--- config.mk ---
export PLATFORM = sky130hd
export DESIGN_NAME = sram_ctr_ahb_param
export DESIGN_NICKNAME = d
export VERILOG_FILES = /design/src/rtl/sram_ctr_ahb_param.sv
export SDC_FILE = /design/constraint.sdc
export NUM_CORES = 1
export LEC_CHECK = 0
export CAP_MARGIN = 0
export CORE_ASPECT_RATIO = 0.6
export CORE_UTILIZATION = 30
export CTS_BUF_LIST = sky130_fd_sc_hd__clkbuf_4
export DETAILED_ROUTE_END_ITERATION = 10
export PLACE_DENSITY = 0.95
export SLEW_MARGIN = 25
export SYNTH_ARGS = -nofsm -noshare
export SYNTH_HDL_FRONTEND = slang
export SYNTH_SLANG_ARGS = --single-unit
--- constraint.sdc ---
create_clock -name hclk -period 4.7 [get_ports hclk]
set_clock_uncertainty 0.15 [all_clocks]
set_input_delay 0.705 -clock hclk [delete_from_list [all_inputs] [get_ports hclk]]
set_output_delay 0.705 -clock hclk [all_outputs]
set_load 0.02 [all_outputs]
--- src/rtl/sram_ctr_ahb_param.sv ---
// AHB-Lite slave in front of one single-port synchronous SRAM macro.
// It supports byte, halfword and word writes, adds read wait states and returns the two-cycle ERROR response for illegal transfers.
//
// state      | meaning
// -----------+----------------------------------------------------
// S_IDLE     | no data phase in flight, ready for an address phase
// S_WR       | write data phase, SRAM write strobe active
// S_RD_ISSUE | read strobe to SRAM, bus stalled
// S_RD_WAIT  | waiting out the SRAM read latency
// S_RD_DONE  | read data on hrdata, bus ready
// S_ERR1     | first ERROR cycle (hready low)
// S_ERR2     | second ERROR cycle (hready high)
module sram_ctr_ahb_param #(
  parameter int SRAM_AW     = 12,
  parameter int WAIT_STATES = 0
) (
  input  logic               hclk,
  input  logic               hresetn,
  input  logic               hsel,
  input  logic               hwrite,
  input  logic [1:0]         htrans,
  input  logic [2:0]         hsize,
  input  logic [31:0]        haddr,
  input  logic [2:0]         hburst,
  input  logic [31:0]        hwdata,
  output logic               hready,
  output logic [1:0]         hresp,
  output logic [31:0]        hrdata,
  output logic               sram_csn,
  output logic               sram_wen,
  output logic [3:0]         sram_be,
  output logic [SRAM_AW-1:0] sram_a,
  output logic [31:0]        sram_d,
  input  logic [31:0]        sram_q
);

  typedef enum logic [2:0] {
    S_IDLE, S_WR, S_RD_ISSUE, S_RD_WAIT, S_RD_DONE, S_ERR1, S_ERR2
  } state_t;

  localparam logic [1:0] HRESP_OKAY  = 2'b00;
  localparam logic [1:0] HRESP_ERROR = 2'b01;
  localparam logic [3:0] WAIT_LOAD   = 4'((WAIT_STATES > 0) ? WAIT_STATES - 1 : 0);

  state_t             r_state;
  logic               r_hready;
  logic [1:0]         r_hresp;
  logic               r_csn;
  logic               r_wen;
  logic [3:0]         r_be;
  logic [SRAM_AW-1:0] r_a;
  logic [3:0]         r_wait_cnt;

  logic       w_accept;
  logic       w_err;
  logic [3:0] w_be;
  logic       w_unused;

  assign w_accept = r_hready & hsel & htrans[1];
  assign w_err    = (hsize > 3'b010)
                  | ((hsize == 3'b001) & haddr[0])
                  | ((hsize == 3'b010) & (haddr[1:0] != 2'b00))
                  | ((haddr >> (SRAM_AW + 2)) != 32'd0);

  always_comb begin
    w_be = 4'b1111;
    case (hsize)
      3'b000:  w_be = 4'b0001 << haddr[1:0];
      3'b001:  w_be = haddr[1] ? 4'b1100 : 4'b0011;
      default: w_be = 4'b1111;
    endcase
  end

  // Strobes default to inactive every cycle, so they last one cycle and nothing stays pending after an abort.
  always_ff @(posedge hclk) begin
    if (!hresetn) begin
      r_state    <= S_IDLE;
      r_hready   <= 1'b1;
      r_hresp    <= HRESP_OKAY;
      r_csn      <= 1'b1;
      r_wen      <= 1'b1;
      r_be       <= 4'b0000;
      r_a        <= '0;
      r_wait_cnt <= 4'd0;
    end else begin
      r_csn <= 1'b1;
      r_wen <= 1'b1;
      r_be  <= 4'b0000;
      case (r_state)
        S_RD_ISSUE: begin
          if (WAIT_STATES > 0) begin
            r_state    <= S_RD_WAIT;
            r_wait_cnt <= WAIT_LOAD;
          end else begin
            r_state  <= S_RD_DONE;
            r_hready <= 1'b1;
          end
        end
        S_RD_WAIT: begin
          if (r_wait_cnt == 4'd0) begin
            r_state  <= S_RD_DONE;
            r_hready <= 1'b1;
          end else begin
            r_wait_cnt <= r_wait_cnt - 4'd1;
          end
        end
        S_ERR1: begin
          r_state  <= S_ERR2;
          r_hready <= 1'b1;
          r_hresp  <= HRESP_ERROR;
        end
        default: begin
          r_state  <= S_IDLE;
          r_hready <= 1'b1;
          r_hresp  <= HRESP_OKAY;
          if (w_accept) begin
            if (w_err) begin
              r_state  <= S_ERR1;
              r_hready <= 1'b0;
              r_hresp  <= HRESP_ERROR;
            end else if (hwrite) begin
              r_state <= S_WR;
              r_csn   <= 1'b0;
              r_wen   <= 1'b0;
              r_be    <= w_be;
              r_a     <= haddr[SRAM_AW+1:2];
            end else begin
              r_state  <= S_RD_ISSUE;
              r_hready <= 1'b0;
              r_csn    <= 1'b0;
              r_a      <= haddr[SRAM_AW+1:2];
            end
          end
        end
      endcase
    end
  end

  // The SRAM data arrives only during RD_DONE, so hrdata cannot be registered.
  assign hrdata   = (r_state == S_RD_DONE) ? sram_q : 32'd0;
  assign hready   = r_hready;
  assign hresp    = r_hresp;
  assign sram_csn = r_csn;
  assign sram_wen = r_wen;
  assign sram_be  = r_be;
  assign sram_a   = r_a;
  assign sram_d   = hwdata;

  // hburst is informational only, and BUSY is treated the same as IDLE.
  assign w_unused = ^{hburst, htrans[0]};

endmodule

==> results by group <==
Cells and area
  – Final instance area: 2750 µm²
  – Share of cells above drive strength 1: 0.0488
  – Fill count: 472
  – Area growth, synth to finish: 63.9%
  – ANT cells: 0
  – Commonest non-fill, non-tap cell in the layout: clkdlybuf4s50_1
  – Nets: 397
  – Most frequent cells in the layout: clkdlybuf4s50_1 (123), and2_1 (36), nand2_1 (27), dfxtp_1 (27), mux2i_1 (12)

Logic synthesis
  – Net Count, Synth: 309
  – Cells after Synth: 200
  – Yosys cell types: 35
  – Sequential fraction of the synthesis area: 0.323
  – Synth Register Bits: 27
  – Synth Warn #: 0
  – Syn Area/Cell: 8.38 µm²
  – Cell area after synthesis: 1680 µm²

Outcome
  – Outcome: complete, but fails checks
  – Violated checks: DRC

Timing
  – Final hold vios: 0
  – Crit share post-route: 0.669
  – Crit path time final: 3.14 ns
  – Worst slew pin tran: 0.919 ns
  – Final Setup Violations: 0
  – Max Clk Rate: 318 MHz
  – RSZ-0062 raised after global routing: false
  – Final Max Tran Viols: 0
  – Final TNS setup: 0 ns
  – Max-Slew Margin vs Limit: 0.385

CTS
  – Post-CTS Setup Bufs: 0
  – CTS Buffer Depth: 2
  – # resized after CTS: 0
  – H-tree level count: 1
  – Total CTS buffers: 3
  – CTS tree: built
  – Clock sink total: 27
  – Clk Latency, worst-skew pair: 0.32 ns
  – Root buf cell: clkbuf_4
  – Worst-path clk slew: 0.15 ns
  – # hold bufs at CTS: 0

GRT
  – Total grt overflow: 0
  – Largest net degree at the start of global routing: 33
  – Vias in the first global route: 1,453
  – Total global-route track usage: 0.148
  – Initial antenna violation count: 0
  – Global-route wire length before repair: 6820 µm

Placed design
  – Port-buffer cells: 123
  – Area after DPL: 2720 µm²
  – Post-DP HPWL: 3710 µm
  – Gpl congestion: 0.792

Floorplanning
  – Core Region: 5200 µm²
  – Die Span X: 98.5 µm
  – Die Area: 5900 µm²
  – FP Rows: 20
  – Die Span Y: 59.9 µm
  – Starting density of the core: 0.322
  – Num ports: 193

Drt
  – DR DRC count: 10
  – Vias: 1,583
  – Routed WL: 4620 µm
  – Drt first pass iters: 9
  – Vias per inst: 4.48
  – DRT antenna net count: 0
  – Number of DRC markers in iteration 0: 52
  – WL/cell: 13.1 µm

Hold path
  – Worst hold start: sram_a[4]
  – Worst min path class: reg -> reg

Power
  – P_leak: 1.04 nW
  – Power per Cell Area: 163 nW/µm²
  – Worst-case vdd ir drop: 96.3 µV
  – Power Total: 448 µW

Worst setup path
  – CP startpoint kind: register
  – Reg-to-reg critical path startpoint: r_state[1]
  – R2R Setup Slk: 2.53 ns
  – Kind of critical path: reg -> out
  – CP arrival: 2.29 ns
  – Endpoint type of the worst setup path: output pin
  – CP Max Fanout: 32
  – Req. time, crit path: 3.85 ns
  – Worst Setup SP: r_state[0]

Job
  – MaxCap Viol Count: 0
[sequential cells by signal (all words and copies together), names as in the netlist]
| signal | cells |
|---|---|
| sram_wen | 1 |
| hresp | 1 |
| r_wait_cnt | 4 |
| sram_csn | 1 |
| sram_a | 12 |
| hready | 1 |
| r_state | 3 |
| sram_be | 4 |
[kinds of logic after synthesis]
family | share of synthesized area
muxes | 0.0717
xor gates and xnor gates | 0.0157
DFF | 0.323
AOI/OAI and AO/OA | 0.0515
and+or+nand+nor | 0.347
other | 0.00224
buffers and inverters | 0.181
adders and majority gates | 0.00747
[final timing paths]
check               endpoint  cells after the start
hold / removal     sram_a[4]                      2
hold reg to reg    sram_a[4]                      2
setup / recovery  hrdata[18]                      3
setup reg to reg  sram_be[2]                      4
[stage by stage]
stage               worst slack [ns]  hold slack, ns  std cells   util
global route                    1.38           0.343        353  0.528
detailed placement              1.58           0.297        349  0.522
floorplan                       2.57           0.335        200      -
CTS                             1.55           0.322        353  0.528
finish                          1.56           0.318        353  0.528
global placement                1.64           0.290        349  0.521
[area by class of cell]
cell class,count,area [µm²],area share
Multi-Input combinational cell,128,842,0.307
Clock buffer,3,22.5,0.00820
Inverter,4,15.0,0.00547
Timing Repair Buffer,124,1240,0.451
Sequential cell,27,541,0.197
Clock inverter,1,5.00,0.00182
Tap cell,66,82.6,0.0301
[cell usage after synthesis (all sizes together)]
master | instances | area [µm²]
nor2b | 1 | 6.26
inv | 4 | 15.0
nor2 | 3 | 11.3
ha | 1 | 12.5
nand3b | 3 | 22.5
nand3 | 3 | 15.0
nand2 | 27 | 101
o31ai | 1 | 7.51
o21a | 1 | 7.51
nand4 | 1 | 12.5
dfxtp | 27 | 541
nand2b | 4 | 25.0
and2 | 36 | 225
nand4bb | 1 | 11.3
buf | 34 | 263
or4 | 1 | 7.51
a211oi | 1 | 7.51
nor4 | 5 | 43.8
clkbuf | 7 | 26.3
conb | 1 | 3.75
and4 | 4 | 40.0
o211a | 1 | 10.0
and3 | 2 | 12.5
nor3 | 3 | 26.3
xor2 | 2 | 17.5
o31a | 1 | 8.76
nor3b | 2 | 15.0
a21oi | 3 | 15.0
o21ai | 6 | 30.0
or3 | 1 | 6.26
mux2i | 12 | 120
xnor2 | 1 | 8.76
[power breakdown]
group          internal [mW]  switching [mW]  leakage [nW]
combinational         0.0755          0.0400         0.801
sequential             0.231         0.00126         0.218
clock                 0.0319          0.0683        0.0177
total                  0.338           0.110          1.04
[layer usage]
layer | vias up | GRT usage | share of wire
li1 | 797 | - | -
met1 | 701 | 0.178 | 0.42
met2 | 83 | 0.231 | 0.45
met3 | 2 | 0.0877 | 0.12
met4 | 0 | 0.0256 | 0.0035
met5 | - | 0 | 0
[critical path, cell delays in order, from the launching register on]
cell and delay (ns):
dfxtp_1 0.38, nor3b_4 0.74, and2_1 0.23, clkdlybuf4s50_1 0.61
(Power assumes the default switching activity.)
